$ cat config.mk
export PLATFORM = sky130hd
export DESIGN_NAME = blk_c5055d
export DESIGN_NICKNAME = d
export VERILOG_FILES = /design/src/rtl/blk_c5055d.sv
export SDC_FILE = /design/constraint.sdc
export NUM_CORES = 1
export LEC_CHECK = 0
export BUFFER_PORTS_ARGS = -buffer_cell sky130_fd_sc_hd__buf_4
export CAP_MARGIN = 5
export CORE_ASPECT_RATIO = 1.2
export CORE_MARGIN = 1.5
export CORE_UTILIZATION = 54
export DETAILED_ROUTE_END_ITERATION = 7
export PLACE_DENSITY = 0.81
export SYNTH_ARGS = -nofsm -noshare
export SYNTH_HDL_FRONTEND = slang
export SYNTH_SLANG_ARGS = --single-unit
$ cat constraint.sdc
create_clock -name clk -period 3.5 [get_ports clk]
set_input_delay 1.05 -clock clk [delete_from_list [all_inputs] [get_ports clk]]
set_output_delay 1.05 -clock clk [all_outputs]
set_load 0.01 [all_outputs]
$ cat src/rtl/blk_c5055d.sv
// rtl/blk_c5055d.sv - byte FIFO buffer with drop accounting for a non-stalling upstream
//
// Purpose:
//   DEPTH-entry circular buffer between a producer that cannot stall and a
//   consumer with ready/valid handshaking. Bytes arriving while the buffer is
//   full are discarded. Each discarded byte sets a sticky overflow flag and
//   increments a saturating drop counter.
//
// Ports:
//   clk        in   single rising-edge clock
//   rst        in   asynchronous active-high reset
//   in_valid   in   upstream byte present this cycle
//   in_data    in   upstream byte [WIDTH]
//   in_ready   out  buffer can accept a byte (level < DEPTH)
//   out_valid  out  out_data holds the oldest stored byte (level != 0)
//   out_data   out  head-of-buffer byte [WIDTH]
//   out_ready  in   consumer takes the head byte this cycle
//   level      out  occupancy 0..DEPTH [$clog2(DEPTH)+1]
//   ovf        out  sticky: at least one byte was dropped
//   drop_cnt   out  saturating count of dropped bytes [8]
//   ovf_clr    in   synchronous clear of ovf and drop_cnt

module blk_c5055d #(
  parameter int DEPTH = 4,
  parameter int WIDTH = 8
) (
  input  logic                       clk,
  input  logic                       rst,
  input  logic                       in_valid,
  input  logic [WIDTH-1:0]           in_data,
  output logic                       in_ready,
  output logic                       out_valid,
  output logic [WIDTH-1:0]           out_data,
  input  logic                       out_ready,
  output logic [$clog2(DEPTH):0]     level,
  output logic                       ovf,
  output logic [7:0]                 drop_cnt,
  input  logic                       ovf_clr
);

  localparam int AW = $clog2(DEPTH);
  localparam int LW = AW + 1;
  localparam logic [LW-1:0] FULL_LEVEL = LW'(DEPTH);

  logic [WIDTH-1:0] mem_q [DEPTH];
  logic [WIDTH-1:0] mem_d [DEPTH];

  logic [AW-1:0] rd_ptr_q, rd_ptr_d;
  logic [AW-1:0] wr_ptr_q, wr_ptr_d;
  logic [LW-1:0] level_q, level_d;
  logic          ovf_q, ovf_d;
  logic [7:0]    drop_cnt_q, drop_cnt_d;

  logic push;
  logic pop;
  logic drop;

  // Handshake status comes straight from the level register, so an
  // asynchronous reset is visible on these outputs before any clock edge.
  assign in_ready  = (level_q != FULL_LEVEL);
  assign out_valid = (level_q != '0);
  assign out_data  = mem_q[rd_ptr_q];
  assign level     = level_q;
  assign ovf       = ovf_q;
  assign drop_cnt  = drop_cnt_q;

  // A drop is judged on this cycle's in_ready, so a pop in the same cycle
  // does not make room for the incoming byte.
  assign push = in_valid && in_ready;
  assign pop  = out_valid && out_ready;
  assign drop = in_valid && !in_ready;

  always_comb begin
    // DEPTH is a power of two, so the pointers wrap by natural overflow.
    rd_ptr_d = rd_ptr_q;
    wr_ptr_d = wr_ptr_q;
    level_d  = level_q;

    if (push) begin
      wr_ptr_d = wr_ptr_q + 1'b1;
    end
    if (pop) begin
      rd_ptr_d = rd_ptr_q + 1'b1;
    end

    case ({push, pop})
      2'b10:   level_d = level_q + 1'b1;
      2'b01:   level_d = level_q - 1'b1;
      default: level_d = level_q;
    endcase
  end

  always_comb begin
    for (int i = 0; i < DEPTH; i++) begin
      mem_d[i] = mem_q[i];
    end
    if (push) begin
      mem_d[wr_ptr_q] = in_data;
    end
  end

  always_comb begin
    ovf_d      = ovf_q;
    drop_cnt_d = drop_cnt_q;
    if (ovf_clr) begin
      // A drop coinciding with the clear is counted as the first drop
      // after the clear instead of being lost.
      ovf_d      = drop;
      drop_cnt_d = drop ? 8'd1 : 8'd0;
    end else if (drop) begin
      ovf_d = 1'b1;
      if (drop_cnt_q != 8'hFF) begin
        drop_cnt_d = drop_cnt_q + 8'd1;
      end
    end
  end

  always_ff @(posedge clk or posedge rst) begin
    if (rst) begin
      rd_ptr_q   <= '0;
      wr_ptr_q   <= '0;
      level_q    <= '0;
      ovf_q      <= 1'b0;
      drop_cnt_q <= 8'd0;
    end else begin
      rd_ptr_q   <= rd_ptr_d;
      wr_ptr_q   <= wr_ptr_d;
      level_q    <= level_d;
      ovf_q      <= ovf_d;
      drop_cnt_q <= drop_cnt_d;
    end
  end

  // Storage is not reset; clearing level and pointers makes any old
  // contents unreachable.
  always_ff @(posedge clk) begin
    for (int i = 0; i < DEPTH; i++) begin
      mem_q[i] <= mem_d[i];
    end
  end

endmodule

==> results.ini <==
[outcome]
status = completed

[cts]
path_clk_slew_ps = 90
root_buffer = clkbuf_8
cts_setup_buffers = 0
tritoncts = done
numCtsBuffers = 5
clk_latency_ps = 300
clock_sinks = 48
cts_htree_levels = 2
cts_resized = 0
cts_buffer_depth = 2
cts_hold_buffers = 0

[floorplanning]
dieArea_um2 = 4320
start_util_pct = 57.5
fp.dieW_um = 60.2
die-height_um = 71.7
num_rows = 24
coreArea_um2 = 3690
ios = 35

[placed_design]
hpwlAfterDp_um = 2570
gp_congestion = 0.867
port_buffers = 34

[power_and_ir_drop]
total_leakage_power_nw = 0.997
vdd_drop_max_uv = 378
power.density_nw_per_um2 = 712
finalPower_mw = 1.78

[flow_run]
drv_cap = 0

[synthesis]
ys_types = 39
synth_seq_cells = 48
synthesis.area_um2 = 2120
synth.top_cells.by_area = edfxtp_1 45%, dfrtp_1 19%, mux4_2 8.5%, ha_1 3.5%, mux2i_1 1.9%
yosysSeqAreaShare_pct = 64.2
synthCells = 136
synth_fp_nets = 156
yosysTopAreaCell = edfxtp_1
postSynthAreaPerCell_um2 = 15.6
synth_top_area_share_pct = 45.3
yosysWarnings = 0

[timing]
timing.setup.tns_ps = 0
fmax_ghz = 0.358
final.period_utilization_pct = 79.8
finalCriticalPeriod_ps = 2790
maxSlewViolCount = 0
rsz0062_at_grt = false
fin_skew_ps = 3.55
slew_headroom_pct = 58.5
setup_viol = 0
final_hold_viol_count = 0
max_slew.worst_pin.slew_ps = 621

[global_route]
overflow = 0
grt_usage_pct = 19.1
antenna_found_initial = 0
grt_pass1_wl_um = 6030
grt_max_degree = 17
grt_pass1_vias = 1265

[worst_hold_path]
min_path_type = flop to flop

[cells_and_area]
area_growth_pct = 17.7
final_common_cell = buf_4
layout_common_cells = 34 x buf_4, 32 x edfxtp_1, 16 x dfrtp_1
nets = 192
diodes = 0
drive_gt1_share_pct = 32.9
finish.utilization_pct = 67.6

[critical_path]
cp.required_ps = 2450
crit_fanout = 10
crit_path_end_kind = output pin
arrival_ps = 1740
worst_setup_path_start_kind = flop
crit_type = flop to output pin

[drt]
routed_wirelength_um = 3600
ant_nets = 0
routedWlPerCell_um = 16.0
firstDrtPassIters = 4
drt_iter0_markers = 37
drc = 0
via_per_inst = 5.47
vias = 1231

[layout make-up]
class | count | area (um^2)
Clock buffer | 5 | 68.8
Clock inverter | 3 | 17.5
Fill cell | 267 | 1190
Inverter | 10 | 37.5
Multi-Input combinational cell | 73 | 693
Sequential cell | 48 | 1360
Tap cell | 52 | 65.1
Timing Repair Buffer | 34 | 255
[flip-flops by register name, indices dropped and copies added (netlist names)]
name,count
drop_cnt,8
level,3
mem_q,32
ovf,1
rd_ptr_q,2
wr_ptr_q,2
[Yosys cell counts]
| library cell | number |
|---|---|
| buf_1 | 1 |
| nor3_1 | 1 |
| ha_1 | 6 |
| buf_2 | 2 |
| a211oi_1 | 3 |
| mux2_1 | 1 |
| dfrtp_1 | 16 |
| a21oi_1 | 2 |
| or3b_4 | 1 |
| inv_1 | 10 |
| fa_1 | 1 |
| o31ai_1 | 1 |
| a31oi_1 | 2 |
| mux2_2 | 2 |
| nand2b_1 | 3 |
| o21bai_1 | 1 |
| xnor2_1 | 3 |
| nand2_1 | 5 |
| edfxtp_1 | 32 |
| or4_1 | 1 |
| o21ai_0 | 1 |
| and2_4 | 1 |
| nor2b_1 | 4 |
| o31a_2 | 1 |
| a41oi_1 | 1 |
| clkbuf_1 | 1 |
| and3_2 | 1 |
| xor2_1 | 3 |
| nor2_1 | 3 |
| mux4_2 | 8 |
| mux2i_1 | 4 |
| and4bb_2 | 1 |
| nand4bb_1 | 1 |
| or3_2 | 1 |
| nor4_1 | 2 |
| nand3_1 | 2 |
| dlymetal6s2s_1 | 1 |
| and3_1 | 5 |
| and4_1 | 1 |
[cell families (layout without fill, tap and decap cells)]
logic type      count (synthesis)  in the layout  synth area share, %
simple gates                   33             33                 9.79
mux                            15             15                 12.0
buf+inv                        15             52                 3.18
xor+xnor                        6              6                 2.48
fa+ha+maj                       7              7                 4.48
flops                          48             48                 64.2
compound gates                 12             12                 3.95
[stage by stage]
stage | cells | hold slack [ps] | cell area (um^2) | setup slack [ps]
2_1_floorplan | 136 | 512 | 2120 | 1240
3_3_place_gp | 217 | 512 | 2410 | 1030
3_5_place_dp | 217 | 535 | 2410 | 985
4_1_cts | 225 | 547 | 2500 | 652
5_1_grt | 225 | 577 | 2500 | 588
6_report | 225 | 540 | 2500 | 707
[critical path, stage by stage (launching register included)]
cell and delay, ps:
dfrtp_1 710, mux4_2 580, buf_4 160
[path summary, 6_finish.rpt]
kind	from	to	slack (ps)	cells after the start
max	rd_ptr_q[0]	out_data[2]	710	2
min	ovf	ovf	540	2
max reg2reg	level[0]	level[2]	1210	9
min reg2reg	ovf	ovf	540	2
max in group asynchronous	rst	rd_ptr_q[1]	2280	2
min in group asynchronous	rst	drop_cnt[1]	820	2
[power by group]
group          internal (mW)  switching [mW]
Clock                  0.140           0.179
Combinational          0.333           0.259
Sequential             0.743           0.123
[routing by layer]
layer  wire length, um  vias up  GRT usage, %
li1                  -      575             -
met1              1430      609          24.7
met2              1940       41          31.9
met3               186        6          4.51
met4                51        0          5.93
met5                 0        -             0
(Power assumes the default switching activity.)
